`src/rtl/serial_cmp_pkg.sv`:
```
// ---------------------------------------------------------------------------
// serial_cmp_pkg
//   Shared definitions for the MSB-first serial compare datapath.
//   - ser_state_t : serializer FSM state encoding
//   - cnt_width() : bit-counter width for a given word width, never below 1
// ---------------------------------------------------------------------------
package serial_cmp_pkg;

    typedef enum logic {
        ST_IDLE  = 1'b0,
        ST_SHIFT = 1'b1
    } ser_state_t;

    // $clog2(1) is 0, so a one-bit word still gets a one-bit counter.
    function automatic int cnt_width(input int w);
        int c;
        c = $clog2(w);
        return (c < 1) ? 1 : c;
    endfunction

endpackage

```
`src/rtl/serial_pair_serializer_msb_first.sv`:
```
// ---------------------------------------------------------------------------
// serial_pair_serializer_msb_first
//   Accepts a pair of WIDTH-bit words over valid/ready and streams them out
//   one bit pair per cycle, MSB first, to a serial magnitude comparator.
//   Between words one idle cycle asserts cmp_rst so the comparator starts
//   every pair from the equal state.
//
// Ports
//   clk        in   clock, all state on rising edge
//   rst_n      in   asynchronous active-low reset
//   in_valid   in   a_word/b_word valid
//   in_ready   out  block can accept a pair this cycle
//   a_word     in   [WIDTH] parallel operand A
//   b_word     in   [WIDTH] parallel operand B
//   a, b       out  serial bits of A/B, MSB first
//   bit_valid  out  a/b carry a real bit this cycle
//   first_bit  out  a/b carry the MSB
//   last_bit   out  a/b carry the LSB; comparator result is final
//   cmp_rst    out  active-high synchronous clear for the comparator
// ---------------------------------------------------------------------------
module serial_pair_serializer_msb_first
    import serial_cmp_pkg::*;
#(
    parameter int WIDTH = 8
) (
    input  logic             clk,
    input  logic             rst_n,
    input  logic             in_valid,
    output logic             in_ready,
    input  logic [WIDTH-1:0] a_word,
    input  logic [WIDTH-1:0] b_word,
    output logic             a,
    output logic             b,
    output logic             bit_valid,
    output logic             first_bit,
    output logic             last_bit,
    output logic             cmp_rst
);

    if (WIDTH < 1) begin : g_bad_width
        $error("serial_pair_serializer_msb_first: WIDTH must be >= 1");
    end

    localparam int              CW      = cnt_width(WIDTH);
    localparam logic [CW-1:0]   CNT_MAX = CW'(WIDTH - 1);

    ser_state_t       state_q, state_d;
    logic [WIDTH-1:0] a_sh_q, a_sh_d;
    logic [WIDTH-1:0] b_sh_q, b_sh_d;
    logic [CW-1:0]    cnt_q, cnt_d;
    logic             in_shift;

    always_ff @(posedge clk or negedge rst_n) begin
        if (!rst_n) begin
            state_q <= ST_IDLE;
            a_sh_q  <= '0;
            b_sh_q  <= '0;
            cnt_q   <= '0;
        end else begin
            state_q <= state_d;
            a_sh_q  <= a_sh_d;
            b_sh_q  <= b_sh_d;
            cnt_q   <= cnt_d;
        end
    end

    always_comb begin
        state_d = state_q;
        a_sh_d  = a_sh_q;
        b_sh_d  = b_sh_q;
        cnt_d   = cnt_q;
        case (state_q)
            ST_IDLE: begin
                // in_ready is the idle decode, so in_valid alone accepts.
                if (in_valid) begin
                    a_sh_d  = a_word;
                    b_sh_d  = b_word;
                    cnt_d   = CNT_MAX;
                    state_d = ST_SHIFT;
                end
            end
            ST_SHIFT: begin
                a_sh_d = a_sh_q << 1;
                b_sh_d = b_sh_q << 1;
                if (cnt_q == '0) begin
                    cnt_d   = '0;
                    state_d = ST_IDLE;
                end else begin
                    cnt_d = cnt_q - CW'(1);
                end
            end
            default: begin
                state_d = ST_IDLE;
            end
        endcase
    end

    // Every output is a decode of registered state; nothing flows from
    // in_valid/a_word/b_word straight to an output.
    assign in_shift  = (state_q == ST_SHIFT);
    assign in_ready  = ~in_shift;
    assign cmp_rst   = ~in_shift;
    assign bit_valid = in_shift;
    assign a         = in_shift & a_sh_q[WIDTH-1];
    assign b         = in_shift & b_sh_q[WIDTH-1];
    assign first_bit = in_shift & (cnt_q == CNT_MAX);
    assign last_bit  = in_shift & (cnt_q == '0);

endmodule
```
`config.mk`:
```
export PLATFORM = sky130hd
export DESIGN_NAME = serial_pair_serializer_msb_first
export DESIGN_NICKNAME = d
export VERILOG_FILES = /design/src/rtl/serial_cmp_pkg.sv /design/src/rtl/serial_pair_serializer_msb_first.sv
export SDC_FILE = /design/constraint.sdc
export NUM_CORES = 1
export LEC_CHECK = 0
export BUFFER_PORTS_ARGS = -buffer_cell sky130_fd_sc_hd__buf_2
export CORE_MARGIN = 1
export CORE_UTILIZATION = 45
export DETAILED_ROUTE_END_ITERATION = 10
export PLACE_DENSITY = 0.8
export SLEW_MARGIN = 10
export SYNTH_ARGS = -nofsm -noshare
export SYNTH_HDL_FRONTEND = slang
export SYNTH_SLANG_ARGS = --single-unit
export TNS_END_PERCENT = 1
```
`constraint.sdc`:
```
create_clock -name clk -period 0.9 [get_ports clk]
set_input_delay 0.045 -clock clk [delete_from_list [all_inputs] [get_ports clk]]
set_output_delay 0.045 -clock clk [all_outputs]
set_load 0.01 [all_outputs]
```
==> impl_metrics.toml <==
[power_and_ir_drop]
p_leak_nw = 0.667
swShare_pct = 33.8
power.switching_mw = 1.38
clkPwrFrac_pct = 17.4
pwr-share-comb_pct = 44.7
pwr-share-seq_pct = 37.9
power.internal_mw = 2.70
total_power_mw = 4.07
ir_drop_v = 0.00204
p_per_area_mw_per_mm2 = 3070

[setup_path]
cp.required_ps = 850
r2r_cells = 4
crit_start = "cnt_q[0]$_DFFE_PN0P_"
end_kind = "output port"
max_stage_delay_ps = 420
critPathMaxFanout = 2
cp_slowest_cell = "dfrtp_1"
reg2reg_from = "cnt_q[0]$_DFFE_PN0P_"
crit_chain = "nor2_2 > ha_2 > and2_4 > buf_6"
rrSetupSlack_ps = -170
arrival_ps = 1310
regToRegEndpoint = "cnt_q[0]$_DFFE_PN0P_"
start_kind = "register"
crit_family = "flip-flops"
critPathKind = "reg -> out"
endpoint = "last_bit"
critPathBufInv = 1
cp_num_cells = 4

[detailed_routing]
drt.antenna.violating_nets = 0
via_per_inst = 4.97
firstDrtPassIters = 4
vias = 760
drc = 0
drt_iter0_markers = 6
post_drt_wl_per_cell_um = 11.4
detail_route.wirelength_mm = 1.75

[outcome]
status = "finished, violations left"
violations = "negative setup slack"

[synth]
synth_cell_types = 14
ys_seq_area_share_pct = 51.8
synth_cells = 94
synth_top_area_share_pct = 51.8
syn_area_per_cell_um2 = 10.3
synth_top_area_cell = "dfrtp_1"
ys_top_cells_by_area = "dfrtp_1 52%, mux2i_1 17%, o21ai_1 7.3%, nand2_1 6.6%, nor2_1 3.1%"
synth_nets = 115
ys_ff_latch = 20
yosysWarnings = 0
synth_area_um2 = 966

[final_layout]
drive_gt1_share_pct = 46.0
fin_util_pct = 67.0
fin_nets = 148
instances_no_fill = 153
syn_to_final_growth_pct = 37.6
layout_commonest_cell = "buf_2"
diodes = 0
layout_common_cells = "20 x buf_2, 19 x dfrtp_1, 16 x mux2i_1"
fin_area_mm2 = 0.00133

[timing]
tightest_slew_ps = 506
finalCritPeriodShare_pct = 151
finalCriticalPeriod_ps = 1350
hold_viol = 0
setup_viol = 23
fin_worst_skew_ps = 9.09
slew_violations = 0
rsz0062_at_grt = "yes"
relSlewSlack_pct = 66.3
setup_ws_ps = -455
fmax_mhz = 738

[worst_hold_path]
hp-class = "in -> reg"

[clock_network]
cts_buffers = 3
clkSlewWorstSetupHoldPaths_ps = 110
cts_tree = "done"
clk_path_buf_depth = 2
h-tree-depth = 1
cts_root_buf = "clkbuf_4"
cts.sinks = 20
clock_latency_ps = 290

[floorplanning]
start_util_pct = 48.7
die_area_mm2 = 0.00234
coreArea_mm2 = 0.00198
ios = 26
die_w_um = 48.3
fp.dieH_um = 48.3
row_count = 16

[grt]
antenna_found_initial = 0
grt_overflow = 0
grt_pass1_vias = 744
grt_max_degree = 21
grt_pass1_wl_mm = 3.22
grt_use_total_pct = 17.4

[placement]
io_buffers = 25
gp_congestion = 0.707
placed_cells = 145
dpl_cell_area_mm2 = 0.00115
dpl.hpwl_mm = 1.25

[run]
cap_viol_max_count = 0
[power groups by stage]
stage / registers, mW / clock network (mW) / logic (mW)
after floorplan: 1.45 / 0 / 0.934
after global placement: 1.50 / 0 / 1.31
after detailed placement: 1.53 / 0 / 1.38
after CTS: 1.52 / 0.722 / 1.58
after global routing: 1.59 / 0.757 / 2.03
final: 1.54 / 0.708 / 1.82
[synth_stat cells, drive strengths merged]
cell	instances
and2	3
buf	7
dfrtp	20
ha	2
inv	3
mux2i	16
nand2	17
nor2	8
o21ai	16
o221ai	1
o31a	1
[how the worst min path moves through the flow]
| stage | end | cells after the start | startpoint | slack [ps] |
|---|---|---|---|---|
| 2_1_floorplan | a_sh_q[0]$_DFFE_PN0P_ | 0 | rst_n | -250 |
| 3_3_place_gp | a_sh_q[1]$_DFFE_PN0P_ | 1 | rst_n | 7 |
| 3_5_place_dp | a_sh_q[0]$_DFFE_PN0P_ | 1 | rst_n | 9 |
| 4_1_cts | a_sh_q[0]$_DFFE_PN0P_ | 3 | a_word[0] | 8 |
| 5_1_grt | a_sh_q[5]$_DFFE_PN0P_ | 3 | a_word[5] | 10 |
| 6_report | a_sh_q[0]$_DFFE_PN0P_ | 3 | a_word[0] | 6 |
[tightest hold or removal path, stage by stage]
cell and delay [ps]:
buf_2 80, mux2i_1 60, nor2_1 80
[through the flow]
step,setup WS (ps),hold WS (ps),setup TNS (ps)
6_report,-455,5.85,-2960
5_1_grt,-505,14.3,-4100
4_1_cts,-444,7.90,-2850
3_5_place_dp,-205,9.14,-1190
3_3_place_gp,-86.0,7.18,-465
2_1_floorplan,-76.0,-251,-216
[cell families (layout without fill, tap and decap cells)]
| logic type | Yosys count | count (layout) | synth area share (%) |
|---|---|---|---|
| buffers and inverters | 10 | 42 | 6.61 |
| muxes | 16 | 16 | 16.6 |
| and+or+nand+nor | 28 | 28 | 11.7 |
| AOI/OAI and AO/OA | 18 | 18 | 10.8 |
| DFF | 20 | 20 | 51.8 |
| adders and majority gates | 2 | 2 | 2.59 |
[timing repair]
item | CTS | global route
hold buffers | 2 | 0
endpoints found under the hold margin | 21 | 0
setup buffers | 2 | 0
resized for setup | 11 | 17
endpoints found under the setup margin | 20 | 25
pin swaps | 6 | 0
[area by class of cell]
cell class                      count  area [um2]
Fill cell                         150         653
Sequential cell                    20         502
Multi-Input combinational cell     64         462
Timing Repair Buffer               35         265
Tap cell                           27        33.8
Clock inverter                      1        30.0
Clock buffer                        3        22.5
Inverter                            3        13.8
[state kept, by name, indices dropped and copies added, names as in the netlist]
| name | flops |
|---|---|
| a_sh_q | 8 |
| cnt_q | 3 |
| bit_valid | 1 |
| b_sh_q | 8 |
[layer usage]
metal  global-route usage [%]  routed length (um)  vias to the layer above
met5                        0                   0                        -
met4                     5.88                   8                        0
met3                     2.20                  60                        2
met2                     31.0                 921                       11
met1                     21.9                 761                      367
li1                         -                   -                      380
Note: power is estimated with default switching activity, not from simulation.
